==> src/rtl/sgdmac_desc_ctrl.sv <==
// Scatter-gather DMA descriptor walker: fetches 4-word descriptors one read at a time,
// issues one copy command per non-empty descriptor and follows NEXT pointers until the chain ends.
module sgdmac_desc_ctrl #(
    parameter int unsigned LEN_W = 16,
    parameter int unsigned CNT_W = 16
) (
    input  logic             clk,
    input  logic             rst,
    input  logic             start_i,
    input  logic [31:0]      start_addr_i,
    output logic             done_o,
    output logic             busy_o,
    output logic             err_o,
    output logic             rd_req_o,
    output logic [31:0]      rd_addr_o,
    input  logic             rd_gnt_i,
    input  logic             rd_valid_i,
    input  logic [31:0]      rd_data_i,
    output logic             cmd_valid_o,
    input  logic             cmd_ready_i,
    output logic [31:0]      cmd_src_o,
    output logic [31:0]      cmd_dst_o,
    output logic [LEN_W-1:0] cmd_len_o,
    input  logic             xfer_done_i,
    output logic [CNT_W-1:0] desc_cnt_o
);

    localparam int unsigned AW = 32;

    typedef enum logic [2:0] {
        IDLE      = 3'd0,
        RD_REQ    = 3'd1,
        RD_DATA   = 3'd2,
        ISSUE     = 3'd3,
        WAIT_XFER = 3'd4
    } state_e;

    state_e state_q, state_d;

    logic [AW-1:0]    ptr_q, ptr_d;
    logic [1:0]       idx_q, idx_d;
    logic             last_q, last_d;
    logic [AW-1:0]    next_q, next_d;
    logic [AW-1:0]    src_q, src_d;
    logic [AW-1:0]    dst_q, dst_d;
    logic [LEN_W-1:0] len_q, len_d;
    logic             err_q, err_d;
    logic [CNT_W-1:0] cnt_q, cnt_d;
    logic             done_q, done_d;
    logic             busy_q, busy_d;
    logic             rd_req_q, rd_req_d;
    logic [AW-1:0]    rd_addr_q, rd_addr_d;
    logic             cmd_valid_q, cmd_valid_d;

    logic start_ok_c;
    logic start_bad_c;
    logic word_c;
    logic desc_fin_c;
    logic chain_end_c;
    logic next_bad_c;

    // A zero-length descriptor completes in ISSUE without ever raising a command.
    assign start_ok_c  = (state_q == IDLE) && start_i && (start_addr_i[3:0] == 4'h0);
    assign start_bad_c = (state_q == IDLE) && start_i && (start_addr_i[3:0] != 4'h0);
    assign word_c      = (state_q == RD_DATA) && rd_valid_i;
    assign desc_fin_c  = ((state_q == WAIT_XFER) && xfer_done_i) ||
                         ((state_q == ISSUE) && (len_q == '0));
    assign chain_end_c = last_q || (next_q == '0);
    assign next_bad_c  = (next_q[3:0] != 4'h0);

    // State register
    always_ff @(posedge clk) begin
        if (rst) begin
            state_q <= IDLE;
        end else begin
            state_q <= state_d;
        end
    end

    // Next-state logic
    always_comb begin
        state_d = state_q;
        case (state_q)
            IDLE: begin
                if (start_ok_c) begin
                    state_d = RD_REQ;
                end
            end
            RD_REQ: begin
                if (rd_gnt_i) begin
                    state_d = RD_DATA;
                end
            end
            RD_DATA: begin
                if (rd_valid_i) begin
                    if (idx_q == 2'd3) begin
                        state_d = ISSUE;
                    end else begin
                        state_d = RD_REQ;
                    end
                end
            end
            ISSUE, WAIT_XFER: begin
                if (desc_fin_c) begin
                    if (chain_end_c || next_bad_c) begin
                        state_d = IDLE;
                    end else begin
                        state_d = RD_REQ;
                    end
                end else if ((state_q == ISSUE) && cmd_ready_i) begin
                    state_d = WAIT_XFER;
                end
            end
            default: begin
                state_d = IDLE;
            end
        endcase
    end

    // Datapath and output next values, all aligned with state_d
    always_comb begin
        ptr_d  = ptr_q;
        idx_d  = idx_q;
        last_d = last_q;
        next_d = next_q;
        src_d  = src_q;
        dst_d  = dst_q;
        len_d  = len_q;
        err_d  = err_q;
        cnt_d  = cnt_q;

        if (start_ok_c) begin
            ptr_d = start_addr_i;
            idx_d = 2'd0;
            cnt_d = '0;
            err_d = 1'b0;
        end else if (start_bad_c) begin
            err_d = 1'b1;
        end

        if (word_c) begin
            case (idx_q)
                2'd0: src_d = rd_data_i;
                2'd1: dst_d = rd_data_i;
                2'd2: begin
                    len_d  = rd_data_i[LEN_W-1:0];
                    last_d = rd_data_i[31];
                end
                default: next_d = rd_data_i;
            endcase
            idx_d = idx_q + 2'd1;
        end

        if (desc_fin_c) begin
            cnt_d = cnt_q + CNT_W'(1);
            if (!chain_end_c) begin
                if (next_bad_c) begin
                    err_d = 1'b1;
                end else begin
                    ptr_d = next_q;
                    idx_d = 2'd0;
                end
            end
        end

        rd_req_d    = (state_d == RD_REQ);
        rd_addr_d   = ptr_d + AW'({idx_d, 2'b00});
        cmd_valid_d = (state_d == ISSUE) && (len_d != '0);
        done_d      = (state_d == IDLE);
        busy_d      = (state_d != IDLE);
    end

    // Datapath and output registers
    always_ff @(posedge clk) begin
        if (rst) begin
            ptr_q       <= '0;
            idx_q       <= 2'd0;
            last_q      <= 1'b0;
            next_q      <= '0;
            src_q       <= '0;
            dst_q       <= '0;
            len_q       <= '0;
            err_q       <= 1'b0;
            cnt_q       <= '0;
            done_q      <= 1'b1;
            busy_q      <= 1'b0;
            rd_req_q    <= 1'b0;
            rd_addr_q   <= '0;
            cmd_valid_q <= 1'b0;
        end else begin
            ptr_q       <= ptr_d;
            idx_q       <= idx_d;
            last_q      <= last_d;
            next_q      <= next_d;
            src_q       <= src_d;
            dst_q       <= dst_d;
            len_q       <= len_d;
            err_q       <= err_d;
            cnt_q       <= cnt_d;
            done_q      <= done_d;
            busy_q      <= busy_d;
            rd_req_q    <= rd_req_d;
            rd_addr_q   <= rd_addr_d;
            cmd_valid_q <= cmd_valid_d;
        end
    end

    assign done_o      = done_q;
    assign busy_o      = busy_q;
    assign err_o       = err_q;
    assign rd_req_o    = rd_req_q;
    assign rd_addr_o   = rd_addr_q;
    assign cmd_valid_o = cmd_valid_q;
    assign cmd_src_o   = src_q;
    assign cmd_dst_o   = dst_q;
    assign cmd_len_o   = len_q;
    assign desc_cnt_o  = cnt_q;

endmodule

==> config.mk <==
export PLATFORM = sky130hd
export DESIGN_NAME = sgdmac_desc_ctrl
export DESIGN_NICKNAME = d
export VERILOG_FILES = /design/src/rtl/sgdmac_desc_ctrl.sv
export SDC_FILE = /design/constraint.sdc
export NUM_CORES = 1
export LEC_CHECK = 0
export ABC_AREA = 1
export BUFFER_PORTS_ARGS = -buffer_cell sky130_fd_sc_hd__buf_2
export CORE_MARGIN = 2
export CORE_UTILIZATION = 54
export DETAILED_ROUTE_END_ITERATION = 6
export MAX_ROUTING_LAYER = met4
export PLACE_DENSITY = 0.8
export SYNTH_ARGS = -nofsm -noshare
export SYNTH_HDL_FRONTEND = slang
export SYNTH_SLANG_ARGS = --single-unit
==> constraint.sdc <==
create_clock -name clk -period 3.7 [get_ports clk]
set_clock_uncertainty 0.2 [all_clocks]
set_input_delay 0.74 -clock clk [delete_from_list [all_inputs] [get_ports clk]]
set_output_delay 0.74 -clock clk [all_outputs]
set_load 0.005 [all_outputs]
==> impl_results.md <==
- Wire per inst: 14.4 um
- Pre-CTS WS: 0.273 ns
- Worst path cell trace: inv_2 > nand3_1 > nor2_1 > nand3_1 > a21oi_4 > nand2_2 > inv_1 > nor2_1 > ha_1 > fa_1 > nand3_2 > nor2_4 > nand2_2 > nor2_4 > nand3_2 > inv_2 > nand3_1 > nand2_1
- Synth top area cells: dfxtp_1, nand2_1, nand3_1
- Syn Std Cell Area: 9040 um2
- Synthesized Nets: 1392
- Top cell type's share of synthesized area: 44.5%
- Clock buffer count from CTS: 22
- Initial antenna violation count: 0
- Final WL: 24.7 mm
- Final Instance Count excl. Fillers: 1715
- Setup violations, final: 0
- Port Buffer Count: 203
- Crit path buffers/inverters: 3
- WS Path Type: flip-flop to flip-flop
- Mapped Avg Cell Area: 6.89 um2
- Leading area contributor after synthesis: dfxtp_1
- Post-synth EDFFs: 0
- CP Data Required Time: 3.91 ns
- Initial DRC count: 746
- Leakage: 5.10 nW
- Fin area: 10800 um2
- Crit-path slowest cell: fa_1
- Largest delay share family, worst path: simple AND/OR/NAND/NOR gates
- Worst Path Arrival: 3.25 ns
- RD Place Congestion: 0.910
- Synth Register Bits: 201
- Vias: 9042
- Most common cell in the synthesized netlist: nand2_1
- Post-Place Cell Area: 10100 um2
- Min Tclk post-route: 3.04 ns
- Max-slew violations: 0
- Headroom to the max-slew limit: 39.2%
- Core Area: 16500 um2
- FMAX: 329 MHz
- I/O Pins: 204
- CTS clk-pin slew, worst paths: 0.06 ns
- Outcome: finished, final reports clean
- Fin nets: 1561
- Cells after DPL: 1678
- Yosys Warn Count: 0
- Max Fanout on Critical Path: 11
- Clock sink total: 201
- Worst setup margin: 0.657 ns
- Post-detail-place hpwl: 17.0 mm
- Die Height: 133 um
- Sequential share of the synthesized area: 44.5%
- Slowest cell delay on critical path: 0.41 ns
- Clk_lat worst skew: 0.51 ns
- Min-Delay Path Class: flip-flop to flip-flop
- RSZ-0062 raised after global routing: no
- Starting density of the core: 54.9%
- Number of global-route vias before repair: 7997
- Residual DRC: 0
- GR Util All Layers: 27.5%
- Top_reg_cell synth: dfxtp_1
- 1st-pass router iterations: 5
- First-pass GRT wire length: 39.3 mm
- Fill count: 1476
- Vias/cell: 5.27
- Fraction of layout cells with a size suffix above 1: 19.1%
- MaxCap Viol Count: 0
- Die X: 133 um
- Resize count post-CTS: 0
- Most used cell, CP: nand3_1
- Setup Fix Bufs, Post-CTS: 0
- PD cells: 412 nW/um2
- Mapped Cells: 1313
- P&R area growth vs syn: 19.7%
- Crit. End Element: flip-flop
- CP startpoint kind: flip-flop
- Die area: 17800 um2
- Post-DRT Antenna Nets: 0
- Max VDD drop: 0.339 mV
- Pin count of the biggest net entering global routing: 164
- H-Tree Depth: 1
- Synth top cells by count: nand2_1, dfxtp_1, nand3_1, inv_1, nor2_1
- CTS tree: built
- Async set-reset flop share out of synthesis: 0%
- Num rows: 47
- Final Cycle Share: 82.2%
- Synth cell types: 35
- Final hold vios: 0
- Clk buf depth: 3
- CTS root buffer: clkbuf_16
- Global route overflow: 0
- Post-CTS Hold Buffers: 0
- Worst Tran Pin Value: 0.912 ns
- Total Neg Setup Slack: 0 ns
- Antenna fix cells: 0
routing by layer:
| metal | vias to the layer above | routed length, um | track usage, % | share of wire (%) |
|---|---|---|---|---|
| met5 | - | 0 | - | 0 |
| met4 | 0 | 408 | 5.85 | 1.7 |
| met3 | 38 | 2000 | 4.60 | 8.1 |
| met2 | 365 | 10800 | 40.9 | 44 |
| met1 | 4108 | 11500 | 39.6 | 47 |
| li1 | 4531 | - | - | - |
cell type report:
type                       instances  area, um2  share of cell area [%]
tap                              220        275                    2.54
multi-input combinational        886       4120                    38.1
clock inverter                     6       47.5                   0.439
inverter                         153        574                    5.31
sequential                       201       4020                    37.2
clock buffer                      31        634                    5.86
timing repair buffer             218       1140                    10.6
cell families (layout without fill, tap and decap cells):
group / Yosys count / after routing / share of synthesized area (%)
AOI/OAI and AO/OA: 212 / 212 / 12.3
adders and majority gates: 8 / 8 / 1.19
muxes: 7 / 7 / 0.872
xor gates and xnor gates: 2 / 2 / 0.194
buffers and inverters: 226 / 408 / 9.99
and+or+nand+nor: 657 / 657 / 31.0
DFF: 201 / 201 / 44.5
report_power, final:
part / internal, mW / total, mW / switching [mW]
Combinational: 0.0624 / 0.193 / 0.130
Clock: 1.19 / 2.08 / 0.882
Sequential: 2.18 / 2.19 / 0.00568
Total: 3.44 / 4.46 / 1.02
tightest hold or removal path: stages (launching register included):
cell	delay [ns]
dfxtp_1	0.31
nand2_1	0.06
nor2_1	0.04
cells in the final DEF (no fill, tap or decap), drive strengths merged, types with 4 or more instances in the layout:
cell,n
a21oi,126
o21ai,75
nand2,339
a221oi,5
nor2,142
ha,7
buf,218
dfxtp,201
mux2,7
nand3,154
nand4,9
clkbuf,31
nor3,8
clkinv,4
inv,154
registers in the layout, summed over array words and instances, names as in the netlist, 2 cells and up:
| signal | count |
|---|---|
| ptr_q | 32 |
| state_q | 3 |
| cmd_dst_o | 32 |
| desc_cnt_o | 16 |
| cmd_src_o | 32 |
| cmd_len_o | 16 |
| rd_addr_o | 30 |
| idx_q | 2 |
| next_q | 32 |
through the flow:
| step | total power [mW] | hold slack, ns | utilization (%) |
|---|---|---|---|
| 4_1_cts | 4.48 | 0.260 | 65.7 |
| 3_5_place_dp | 2.42 | 0.250 | 61.6 |
| 5_1_grt | 4.58 | 0.272 | 65.7 |
| 6_report | 4.46 | 0.252 | 65.7 |
| 3_3_place_gp | 2.42 | 0.245 | 61.6 |
| 2_1_floorplan | 2.32 | 0.224 | - |
path summary, 6_finish.rpt:
| kind | start | end | slack [ns] | depth (start not counted) |
|---|---|---|---|---|
| hold / removal | ptr_q[0] | ptr_q[0] | 0.25 | 2 |
| hold reg to reg | ptr_q[0] | ptr_q[0] | 0.25 | 2 |
| setup reg to reg | state_q[2] | rd_addr_o[22] | 0.66 | 18 |
| setup / recovery | state_q[2] | rd_addr_o[22] | 0.66 | 18 |
(Power assumes the default switching activity.)
